**config.mk**
```make
export PLATFORM = sky130hd
export DESIGN_NAME = rom_port_arbiter
export DESIGN_NICKNAME = d
export VERILOG_FILES = /design/src/rtl/rom_port_arbiter.sv
export SDC_FILE = /design/constraint.sdc
export NUM_CORES = 1
export LEC_CHECK = 0
export BUFFER_PORTS_ARGS = -buffer_cell sky130_fd_sc_hd__buf_2
export CELL_PAD_IN_SITES_DETAIL_PLACEMENT = 1
export CELL_PAD_IN_SITES_GLOBAL_PLACEMENT = 1
export CORE_MARGIN = 2
export CORE_UTILIZATION = 30
export CTS_CLUSTER_SIZE = 40
export DETAILED_ROUTE_END_ITERATION = 16
export GPL_TIMING_DRIVEN = 1
export PLACE_DENSITY = 0.87
export SYNTH_ARGS = -nofsm -noshare
export SYNTH_HDL_FRONTEND = slang
export SYNTH_SLANG_ARGS = --single-unit
export TNS_END_PERCENT = 10
```
**constraint.sdc**
```tcl
create_clock -name clk -period 2.05 [get_ports clk]
set_input_delay 0 -clock clk [delete_from_list [all_inputs] [get_ports clk]]
set_output_delay 0 -clock clk [all_outputs]
set_load 0.02 [all_outputs]
```
**src/rtl/rom_port_arbiter.sv**
```systemverilog
// rom_port_arbiter
//   Shares the single combinational read port of the instruction ROM between
//   two requesters. Port 0 is instruction fetch and normally wins; port 1 is
//   the data/debug reader. A burst counter bounds how many fetches in a row
//   may be served while port 1 is waiting, so port 1 cannot be starved.
//   One request is granted per cycle. The ROM word is registered and returned
//   to the owning port one cycle after its handshake, together with a pulse.
//
// Ports
//   clk          clock, everything on the rising edge
//   rst          synchronous reset, active-high
//   req0_valid   port 0 request
//   req0_addr    port 0 word address (32 bits)
//   req0_ready   port 0 request accepted this cycle
//   rsp0_valid   port 0 response pulse, one cycle after handshake
//   rsp0_data    port 0 read data (0 when the address was out of range)
//   rsp0_err     port 0 address was out of range
//   req1_*       / rsp1_*   same meaning for port 1
//   rom_addr     word address to the ROM, 0 when nothing is granted
//   rom_data     ROM read data, combinational from rom_addr
module rom_port_arbiter #(
  parameter int ROM_SIZE  = 64,
  parameter int MAX_BURST = 4
) (
  input  logic        clk,
  input  logic        rst,
  input  logic        req0_valid,
  input  logic [31:0] req0_addr,
  output logic        req0_ready,
  output logic        rsp0_valid,
  output logic [31:0] rsp0_data,
  output logic        rsp0_err,
  input  logic        req1_valid,
  input  logic [31:0] req1_addr,
  output logic        req1_ready,
  output logic        rsp1_valid,
  output logic [31:0] rsp1_data,
  output logic        rsp1_err,
  output logic [31:0] rom_addr,
  input  logic [31:0] rom_data
);

  localparam int              CNT_W       = $clog2(MAX_BURST + 1);
  localparam logic [CNT_W-1:0] BURST_LIMIT = CNT_W'(MAX_BURST);
  localparam logic [31:0]     ROM_LIMIT   = 32'(ROM_SIZE);

  logic [CNT_W-1:0] burst_cnt;
  logic             grant0;
  logic             grant1;
  logic             addr_ok;

  // Fixed priority to port 0, except that once port 0 has been served
  // MAX_BURST times in a row while port 1 was waiting, port 1 gets the slot.
  // Nothing is granted while reset is held.
  always_comb begin
    grant0 = 1'b0;
    grant1 = 1'b0;
    if (!rst) begin
      if (req0_valid && (!req1_valid || burst_cnt != BURST_LIMIT)) begin
        grant0 = 1'b1;
      end else if (req1_valid) begin
        grant1 = 1'b1;
      end
    end
  end

  assign req0_ready = grant0;
  assign req1_ready = grant1;

  // The ROM sees the granted address directly so its data is available in
  // the same cycle as the handshake.
  always_comb begin
    rom_addr = 32'd0;
    if (grant0) begin
      rom_addr = req0_addr;
    end else if (grant1) begin
      rom_addr = req1_addr;
    end
  end

  // Full 32-bit compare: high address bits must not alias back into the ROM.
  assign addr_ok = (rom_addr < ROM_LIMIT);

  // Response registers. Only the owning port pulses; the other port keeps its
  // last data word but drops valid and err. A reset drops any response that
  // was in flight.
  always_ff @(posedge clk) begin
    if (rst) begin
      rsp0_valid <= 1'b0;
      rsp0_err   <= 1'b0;
      rsp0_data  <= 32'd0;
      rsp1_valid <= 1'b0;
      rsp1_err   <= 1'b0;
      rsp1_data  <= 32'd0;
    end else begin
      rsp0_valid <= grant0;
      rsp0_err   <= grant0 && !addr_ok;
      rsp1_valid <= grant1;
      rsp1_err   <= grant1 && !addr_ok;
      if (grant0) begin
        rsp0_data <= addr_ok ? rom_data : 32'd0;
      end
      if (grant1) begin
        rsp1_data <= addr_ok ? rom_data : 32'd0;
      end
    end
  end

  // Counts consecutive port-0 grants while port 1 is waiting. It restarts as
  // soon as port 1 is served or stops asking, and saturates at the limit.
  always_ff @(posedge clk) begin
    if (rst) begin
      burst_cnt <= '0;
    end else if (grant1 || !req1_valid) begin
      burst_cnt <= '0;
    end else if (grant0 && burst_cnt != BURST_LIMIT) begin
      burst_cnt <= burst_cnt + 1'b1;
    end
  end

endmodule
```
* After elaboration in Yosys (flattened, before gate mapping) *
Index checks and enable logic that the tools add are counted.

storage, ports and cells
  register bits after elaboration = 71
  latch bits = 0
  memory bits (writable) = 0
  memory bits (read-only) = 0
  output and inout port bits = 102
  logic and storage cells = 27
  memories kept = 0

operators by class
  add/sub/neg operators = 1
  multipliers = 0
  div/mod/pow operators = 0
  order comparisons = 1
  eq/ne operators = 1
  shift-type cells = 0
  mux-type cells = 8
  bitwise logic cells = 0
  reductions and logical operators = 9

operator list
  cell                 count
  $mux 32              3
  $lt 32x7->1 const B  1
  $mux 1               5
  $logic_and 1x1->1    4
  $add 3x1->3 const B  1
  $ne 3x3->1 const B   1
  $logic_not 1->1      2
  $logic_or 1x1->1     2
  $reduce_or 2->1      1

* Longest topological paths before layout *
Gate-level depths: netlist of the first run.

  word-level depth = 10
  depth in mapped cells = 8
  gate-level depth less buffers = 6

* Worst setup path after synthesis of the first run *
OpenSTA, ideal clock, no wires.

  path kind = register to output
  start = register burst_cnt[0]
  end = output rom_addr[12]
  arrival time = 1.727 ns
  data required time = 2.050 ns
  setup slack = 0.323 ns
  stages on the path, launching flop included = 7
  cells stage by stage = dfxtp_1 inv_1 ha_1 nand2_1 a21oi_2 clkbuf_1 a22o_1

on the way
  longest elaborated chain between the ends = 7
  elaborated cells on any way between the ends = 9

RTL lines
  what                    RTL line  source
  start, declared         47        logic [CNT_W-1:0] burst_cnt;
  start signal, assigned  117       burst_cnt <= burst_cnt + 1'b1;
  $ne 3x3->1              59        if (req0_valid && (!req1_valid || burst_cnt != BURST_LIMIT)) begin
  $logic_or 1x1->1        59
  $logic_and 1x1->1       59
  $mux 1                  59
  $mux 1                  58        if (!rst) begin
  via req1_ready          35        output logic req1_ready,
  $mux 32                 76        end else if (grant1) begin
  $mux 32                 74        if (grant0) begin
  end, declared           39        output logic [31:0] rom_addr,

The timed path passes the listed nets, and every way through them passes these cells.

* Worst setup path in the final report of the first run *
  start = register burst_cnt[0]
  end = output rom_addr[30]

on the way
  longest elaborated chain between the ends = 7
  elaborated cells on any way between the ends = 9

RTL lines
  what                   RTL line
  $ne 3x3->1 (*)         59
  $logic_or 1x1->1 (*)   59
  $logic_and 1x1->1 (*)  59
  $mux 1                 59
  $mux 1                 58
  $mux 32                76
  $mux 32 (*)            74

Mark *: on every way between the ends. The rest lies on a longest branch, timed or not.

==> flow_metrics.tcl, run 1 <==
set metrics [dict create \
    globalRouteOverflowTotal 0 \
    rows 37 \
    critical_path_class "reg -> out" \
    start_kind "flop" \
    relSlewSlack 0.6318 \
    cts_tree "built" \
    synth_area_leader_cell "dfxtp_1" \
    ant_nets 0 \
    synth-edff-count 0 \
    hold_path.startpoint "req1_addr[30]" \
    cts_root_buffer "clkbuf_8" \
    grt_pass1_vias 3587 \
    clock_skew_ns 0.01236 \
    pre_cts_ws_ns 0.2520 \
    crit_fanout 41 \
    grt_use_total 0.2078 \
    status "finished clean" \
    postCtsSetupBuffers 0 \
    ys_seq_elements 71 \
    min_period_ns 1.926 \
    path_cells "inv_1 -> ha_2 -> nand3_4 -> and2_2 -> buf_12 -> a22o_1 -> buf_2" \
    cts_num_sinks 71 \
    drtIter0Drc 92 \
    setup_viol 0 \
    vias_per_cell 5.007 \
    coreArea_um2 10140 \
    start_util 0.3047 \
    crit_path_end_kind "primary output" \
    cp.required_ns 2.05 \
    ir_worst_vdd_uv 361.7 \
    synth.top_cell.area_share 0.4601 \
    period_share 0.9394 \
    io_pins 202 \
    clockBufferDepth 2 \
    wire_per_inst_um 17.13 \
    gp_congestion 0.8081 \
    first_pass_iters 4 \
    route.detailed.drc 0 \
    synthFlopType "dfxtp_1" \
    synth.avg_cell_area_um2 10.30 \
    grt_pass1_wl_um 18250 \
    synthTopCellsByArea "dfxtp_1, a22o_1, o31ai_2" \
    rsz0062_at_grt "false" \
    critical_path_arrival_ns 1.93 \
    yosysWarnings 0 \
    leakagePower_nw 2.286 \
    drive_gt1_frac 0.4953 \
    synth_seq_area_share 0.4601 \
    wl_um 11530 \
    numCtsBuffers 9 \
    clkTransAtPathRegs_ns 0.07 \
    grt_antenna_before_repair 0 \
    die_y_um 105.5 \
    power_density_nw_per_um2 609.7 \
    fin_setup_tns_ns 0 \
    setup.worst_path.start "burst_cnt[0]" \
    clk-insertion-delay-late_ns 0.34 \
    async_flop_share 0 \
    grt_max_degree 42 \
    h-tree-depth 3 \
    syn_nets 402 \
    tightest_slew_ns 0.5472 \
    fin_nets 634 \
    diodes 0 \
    die-area_um2 11130 \
    final.setup.worst_slack_ns 0.1243 \
    rr_startpoint "burst_cnt[0]" \
    slowest_stage "dfxtp_1" \
    hpwl_um 8360 \
    synthesis.area_um2 3089 \
    slowest_delay_ns 0.33 \
    cap_violations 0 \
    holdCritPathClass "in -> reg" \
    num_vias 3370 \
    io_buffers 201 \
    final_max_slew_viol_count 0 \
    synthCells 300 \
    max_freq_mhz 519.3 \
    syn2layout_area_growth_pct 56.26 \
    post_synth_num_cell_types 29 \
    die_w_um 105.5 \
    finalHoldViolCount 0 \
]
[report_power, final]
group / internal [mW] / switching (mW) / total [mW]
clock: 0.595 / 0.502 / 1.10
sequential: 1.38 / 0.00244 / 1.39
combinational: 0.206 / 0.255 / 0.461
total: 2.18 / 0.759 / 2.94
[routing by layer]
metal  routed length [um]  part of all wire  global-route usage  vias up
li1                     -                 -                   -     1592
met1                 4342              0.38              0.2198     1619
met2                 6370              0.55              0.4032      139
met3                  566             0.049             0.03958       20
met4                  250             0.022             0.07429        0
met5                    0                 0                   0        -
[what timing repair did]
action                                  in CTS  in global routing
pin swaps                                    0                  1
endpoints found under the hold margin       68                  0
gates cloned                                 0                  1
endpoints found under the setup margin       2                 32
hold buffers                                34                  0
resized for setup                            2                  5
[per-stage QoR]
step | hold slack [ns] | util | total power, mW | cells | area [um^2]
after CTS | 0.1506 | 0.4711 | 2.976 | 672 | 4776
final | 0.1586 | 0.4761 | 2.943 | 673 | 4827
after global routing | 0.1973 | 0.4761 | 3.085 | 673 | 4827
after detailed placement | 0.2336 | 0.4177 | 1.819 | 622 | 4235
after floorplan | 0.09191 | - | 1.615 | 300 | 3089
after global placement | 0.2286 | 0.4177 | 1.806 | 622 | 4235
[path summary, 6_finish.rpt]
path | endpoint | cells past startpoint | slack, ns
min | rsp1_err | 4 | 0.16
max reg2reg | rsp1_data[31] | 7 | 0.21
max | rom_addr[30] | 7 | 0.12
min reg2reg | rsp0_data[3] | 2 | 0.46
[critical path, delay by kind of cell, from the launching register on]
kind / cells / cell delay, ns
adder cells (fa/ha/maj): 1 / 0.22
AND/OR/NAND/NOR: 2 / 0.34
buffers and inverters: 3 / 0.42
AO/OA/AOI/OAI: 1 / 0.26
flip-flops: 1 / 0.33
[sequential cells by signal, summed over array words and instances, names as in the netlist]
| name | count |
|---|---|
| burst_cnt | 3 |
| rsp0_data | 32 |
| rsp0_err | 1 |
| rsp0_valid | 1 |
| rsp1_data | 32 |
| rsp1_err | 1 |
| rsp1_valid | 1 |
[cell usage in the layout (no fill, tap or decap), types with 2 or more instances in the layout]
| cell | count |
|---|---|
| nor4_1 | 8 |
| nand4_1 | 2 |
| and4_1 | 2 |
| a22o_1 | 63 |
| buf_4 | 7 |
| buf_12 | 4 |
| o31ai_1 | 3 |
| clkbuf_1 | 3 |
| inv_1 | 2 |
| nor2_1 | 4 |
| dfxtp_1 | 71 |
| o31ai_2 | 29 |
| dlygate4sd3_1 | 34 |
| a21oi_4 | 2 |
| buf_2 | 201 |
| and2_1 | 2 |
| nor4_2 | 3 |
| nand2_1 | 66 |
| clkbuf_8 | 10 |
[area by class of cell]
type	instances	area, um^2
Clock buffer	13	148.9
Clock inverter	3	42.54
Fill cell	1215	5311
Inverter	2	7.507
Multi-Input combinational cell	201	1533
Sequential cell	71	1421
Tap cell	136	170.2
Timing Repair Buffer	247	1504
[cells in the mapped netlist (2+ instances only)]
master / instances
o31ai_1: 3
nor4_2: 3
dfxtp_1: 71
o31ai_2: 29
a32o_1: 2
ha_1: 2
buf_8: 2
a22o_1: 63
clkbuf_1: 12
nand4_1: 2
nor2_1: 5
inv_1: 2
and4_1: 2
nor4_1: 8
nand2_1: 66
and2_1: 3
buf_6: 5
a21oi_1: 2
nand3_1: 2
buf_2: 7
[cells by family after synthesis]
logic type	count (synthesis)	share of synthesized area
AOI/OAI and AO/OA	103	0.3301
adders and majority gates	2	0.008099
buffers and inverters	28	0.05630
DFF	71	0.4601
muxes	1	0.003240
and+or+nand+nor	95	0.1422
Note: power is estimated with default switching activity, not from simulation.
==> run 2: changes to the inputs <==
==> constraint.sdc (replaced) <==
create_clock -name clk -period 2.05 [get_ports clk]
set_input_delay 0.1025 -clock clk [delete_from_list [all_inputs] [get_ports clk]]
set_output_delay 0.1025 -clock clk [all_outputs]
set_load 0.02 [all_outputs]
==> run 2 against run 1 <==
Against the previous run: sequential share of layout area down 0.22 points; fmax down 0.16%; cell count down 0.15%; global-route usage up 0.48 points; die area unchanged; clock skew up 0.0023 ns; sequential power about the same.
==> flow_metrics.tcl, run 2 (synthesis gave the netlist of run 1 again) <==
set metrics [dict create \
    vias_per_cell 4.987 \
    rsz0062_at_grt "false" \
    clkTransAtPathRegs_ns 0.08 \
    wl_um 11850 \
    tightest_slew_ns 0.3727 \
    h-tree-depth 3 \
    cts_tree "built" \
    clockBufferDepth 2 \
    critical_path_arrival_ns 1.83 \
    pre_cts_ws_ns 0.2416 \
    final.setup.worst_slack_ns 0.1213 \
    final_max_slew_viol_count 0 \
    hpwl_um 8452 \
    relSlewSlack 0.7492 \
    wire_per_inst_um 17.64 \
    io_pins 202 \
    r2r_cells 8 \
    reg_top3 "rsp0_data x32, rsp1_data x32, burst_cnt x3" \
    die_w_um 105.5 \
    die_y_um 105.5 \
    cts_num_sinks 71 \
    power_density_nw_per_um2 660.2 \
    min_period_ns 1.929 \
    first_pass_iters 4 \
    io_buffers 201 \
    grt_antenna_before_repair 0 \
    post-route-util 0.4797 \
    status "finished clean" \
    fin_nets 632 \
    setup_viol 0 \
    fin_setup_tns_ns 0 \
    cap_violations 0 \
    globalRouteOverflowTotal 0 \
    grt_pass1_vias 3553 \
    grt_max_degree 39 \
    finalHoldViolCount 0 \
    grt_use_total 0.2126 \
    finalInstanceArea_um2 4863 \
    numCtsBuffers 9 \
    final_common_cell "buf_2" \
    crit_path_end_kind "primary output" \
    critical_path_class "reg -> out" \
    leakagePower_nw 2.306 \
    drive_gt1_frac 0.5084 \
    placed_area_um2 4263 \
    layout_common_cells "buf_2, dfxtp_1, nand2_1" \
    ant_nets 0 \
    clock_skew_ns 0.01469 \
    gp_congestion 0.8318 \
    max_freq_mhz 518.5 \
    drtIter0Drc 102 \
    crit_fanout 38 \
    num_vias 3351 \
    cp.required_ns 1.95 \
    coreArea_um2 10140 \
    die-area_um2 11130 \
    clk-insertion-delay-late_ns 0.34 \
    period_share 0.9409 \
    syn2layout_area_growth_pct 57.43 \
    cts_root_buffer "clkbuf_8" \
    start_kind "flop" \
    grt_pass1_wl_um 18680 \
    route.detailed.drc 0 \
    min_delay_path_depth 2 \
    holdCritPathClass "in -> reg" \
    ir_worst_vdd_uv 525.4 \
    rows 37 \
    start_util 0.3047 \
]
-- run 2: worst paths after layout --
kind	startpoint	endpoint	slack, ns
worst min-delay path	rom_data[27]	rsp1_data[27]	0.02
worst max-delay path	burst_cnt[1]	rom_addr[28]	0.12
worst max register to register	burst_cnt[0]	rsp0_data[24]	0.20
worst min register to register	rsp0_data[13]	rsp0_data[13]	0.46
-- run 2: repair_timing --
action	in CTS	in global routing
hold buffers	30	0
buffers inserted	0	1
pin swaps	1	1
endpoints found under the hold margin	30	0
endpoints found under the setup margin	31	31
gates resized for setup	6	3
-- run 2: critical path: stages (launching register included) --
cell and delay (ns):
dfxtp_1 0.32, inv_1 0.08, ha_4 0.16, nand3_4 0.11
and2_2 0.22, buf_12 0.17, a22o_1 0.26, buf_2 0.16
-- run 2: power breakdown --
group | total (mW) | switching, mW | leakage (nW) | internal [mW]
combinational | 0.459 | 0.257 | 1.61 | 0.202
sequential | 1.38 | 0.00191 | 0.573 | 1.38
clock | 1.37 | 0.529 | 0.122 | 0.838
-- run 2: layout make-up --
| cell class | count | area, um^2 |
|---|---|---|
| fill | 1181 | 5275 |
| multi-input combinational | 201 | 1543 |
| timing repair buffer | 245 | 1474 |
| sequential | 71 | 1421 |
| tap | 136 | 170.2 |
| clock buffer | 10 | 137.6 |
| clock inverter | 6 | 107.6 |
| inverter | 2 | 7.507 |
| antenna | 1 | 2.502 |
-- run 2: layer usage --
layer | vias up | GRT usage | wire (um)
met1 | 1618 | 0.2226 | 4685
li1 | 1589 | - | -
met4 | 0 | 0.06952 | 182
met3 | 13 | 0.04391 | 544
met5 | - | 0 | 0
met2 | 131 | 0.4161 | 6440
-- run 2: through the flow --
stage,hold slack (ns),std cells,total power [mW]
final,0.02197,672,3.211
after global routing,0.0005590,671,3.343
after CTS,0.001545,670,3.231
after detailed placement,0.3315,624,1.821
after global placement,0.3308,624,1.808
after floorplan,0.1944,300,1.615
==> run 3: changes to the inputs <==
--- a/config.mk
+++ b/config.mk
@@ -13,7 +13,8 @@
 export CTS_CLUSTER_SIZE = 40
 export DETAILED_ROUTE_END_ITERATION = 16
 export GPL_TIMING_DRIVEN = 1
-export PLACE_DENSITY = 0.87
+export PLACE_DENSITY = 0.86
+export REMOVE_ABC_BUFFERS = 1
 export SYNTH_ARGS = -nofsm -noshare
 export SYNTH_HDL_FRONTEND = slang
 export SYNTH_SLANG_ARGS = --single-unit
==> run 3 against run 2 <==
Against the previous run: clock power is 19% lower; count of clock-buffer cells in the layout is 3 higher; worst hold slack better by 0.047 ns; non-clock buffer count is 1 higher; design area is 1.4% higher; die area stayed put; critical endpoint is now rom_addr[20]; largest power group unchanged; highest routed layer unchanged.
==> flow_metrics.tcl, run 3 (synthesis gave the netlist of run 1 again) <==
set metrics [dict create \
    drive_gt1_frac 0.5149 \
    cts_tree "built" \
    cts_num_sinks 71 \
    final_common_cell "buf_2" \
    rows 37 \
    cp_top_family "compound AO/OA/AOI/OAI gates" \
    route.detailed.drc 0 \
    r2r_cells 8 \
    holdCritPathClass "in -> reg" \
    setup_viol 0 \
    cp.required_ns 1.95 \
    crit_path_end_kind "primary output" \
    ant_nets 0 \
    num_vias 3396 \
    io_buffers 201 \
    critPathBufInv 3 \
    cts_root_buffer "clkbuf_8" \
    drtIter0Drc 92 \
    wl_um 12430 \
    grt_antenna_before_repair 0 \
    wire_per_inst_um 18.50 \
    p_switching_mw 0.7909 \
    start_util 0.3047 \
    layout_common_cells "buf_2, dfxtp_1, nand2_1" \
    h-tree-depth 3 \
    critical_path_arrival_ns 1.85 \
    power.internal_mw 2.203 \
    crit_fanout 17 \
    max_freq_mhz 512.6 \
    placed_area_um2 4220 \
    swShare 0.2642 \
    cap_violations 0 \
    reg_top3 "rsp0_data x32, rsp1_data x32, burst_cnt x3" \
    crit_cells 7 \
    path_cells "inv_2 -> ha_4 -> nand2_4 -> a21oi_4 -> buf_16 -> a32o_1 -> buf_2" \
    leakagePower_nw 2.325 \
    finalInstanceArea_um2 4930 \
    setup.worst_path.start "burst_cnt[0]" \
    grt_pass1_vias 3695 \
    diodes 0 \
    finalHoldViolCount 0 \
    fin_nets 633 \
    die_w_um 105.5 \
    clock_skew_ns 0.01120 \
    tightest_slew_ns 0.3896 \
    critPathCapture "rom_addr[20]" \
    post-route-util 0.4862 \
    grt_use_total 0.2184 \
    clk-insertion-delay-late_ns 0.35 \
    ir_worst_vdd_uv 204.2 \
    numCtsBuffers 9 \
    slowest_stage "dfxtp_2" \
    globalRouteOverflowTotal 0 \
    hpwl_um 8608 \
    relSlewSlack 0.7403 \
    coreArea_um2 10140 \
    rrSetupSlack_ns 0.16 \
    grt_pass1_wl_um 18820 \
    grt_max_degree 37 \
    io_pins 202 \
    rsz0062_at_grt "true" \
    final_max_slew_viol_count 0 \
    fin_setup_tns_ns 0 \
    min_period_ns 1.951 \
    rr_endpoint "rsp0_data[3]" \
    dp.cells 621 \
    first_pass_iters 4 \
    die-area_um2 11130 \
    period_share 0.9517 \
    syn2layout_area_growth_pct 59.58 \
    start_kind "flop" \
    gp_congestion 0.9057 \
    clockBufferDepth 2 \
    clkPwrFrac 0.372 \
    p_comb_frac 0.166 \
    power_density_nw_per_um2 607.3 \
    seq_power_share 0.463 \
    vias_per_cell 5.054 \
    slowest_delay_ns 0.34 \
    rr_startpoint "burst_cnt[0]" \
    status "finished clean" \
    die_y_um 105.5 \
    clkTransAtPathRegs_ns 0.08 \
    critical_path_class "reg -> out" \
    fin_cells 672 \
]
run 3: layout make-up:
| class | count | area, um^2 |
|---|---|---|
| clock buffers | 13 | 148.9 |
| clock inverters | 3 | 42.54 |
| fillers | 1185 | 5209 |
| inverters | 2 | 7.507 |
| multi-input cells | 201 | 1597 |
| flip-flops and latches | 71 | 1423 |
| well taps | 136 | 170.2 |
| repair buffers | 246 | 1541 |
run 3: worst min path at each step:
stage | end | from | cells after the start
5_1_grt | burst_cnt[0] | req1_valid | 3
3_5_place_dp | rsp1_data[7] | rom_data[7] | 2
6_report | rsp1_valid | req0_valid | 2
3_3_place_gp | rsp1_data[12] | rom_data[12] | 2
4_1_cts | rsp1_valid | req0_valid | 2
2_1_floorplan | rsp1_valid | req0_valid | 1
run 3: per-stage QoR:
step	hold slack [ns]	power (mW)	worst slack [ns]
3_3_place_gp	0.3286	1.813	0.1982
6_report	0.06899	2.994	0.09912
2_1_floorplan	0.1944	1.592	-1.177
4_1_cts	0.04862	3.002	-0.02624
3_5_place_dp	0.3357	1.823	0.08896
5_1_grt	0.06193	3.113	-0.02604
run 3: metal layers:
metal	global-route usage	vias up	wire [um]
li1	-	1587	-
met1	0.2073	1629	4402
met2	0.4373	155	6984
met3	0.04576	25	711
met4	0.1029	0	332
met5	0	-	0
run 3: worst register-to-register path, cell delays in order, from the launching register on:
cell,delay [ns]
dfxtp_2,0.34
inv_2,0.07
ha_4,0.17
nand2_4,0.09
a21oi_4,0.32
buf_4,0.19
a32o_2,0.13
buf_4,0.31
o31ai_1,0.16
run 3: timing repair:
item / 4_1_cts / 5_1_grt
buffers inserted: 0 / 1
hold endpoints to repair: 45 / 0
endpoints found under the setup margin: 33 / 30
cloned: 1 / 1
pin swaps: 1 / 1
gates resized for setup: 13 / 19
hold buffers: 32 / 0
run 3: power groups by stage:
| stage | Combinational, mW | Clock (mW) | Sequential [mW] |
|---|---|---|---|
| floorplan | 0.171 | 0 | 1.42 |
| global placement | 0.396 | 0 | 1.42 |
| detailed placement | 0.406 | 0 | 1.42 |
| CTS | 0.477 | 1.14 | 1.39 |
| global route | 0.528 | 1.20 | 1.39 |
| finish | 0.496 | 1.11 | 1.39 |
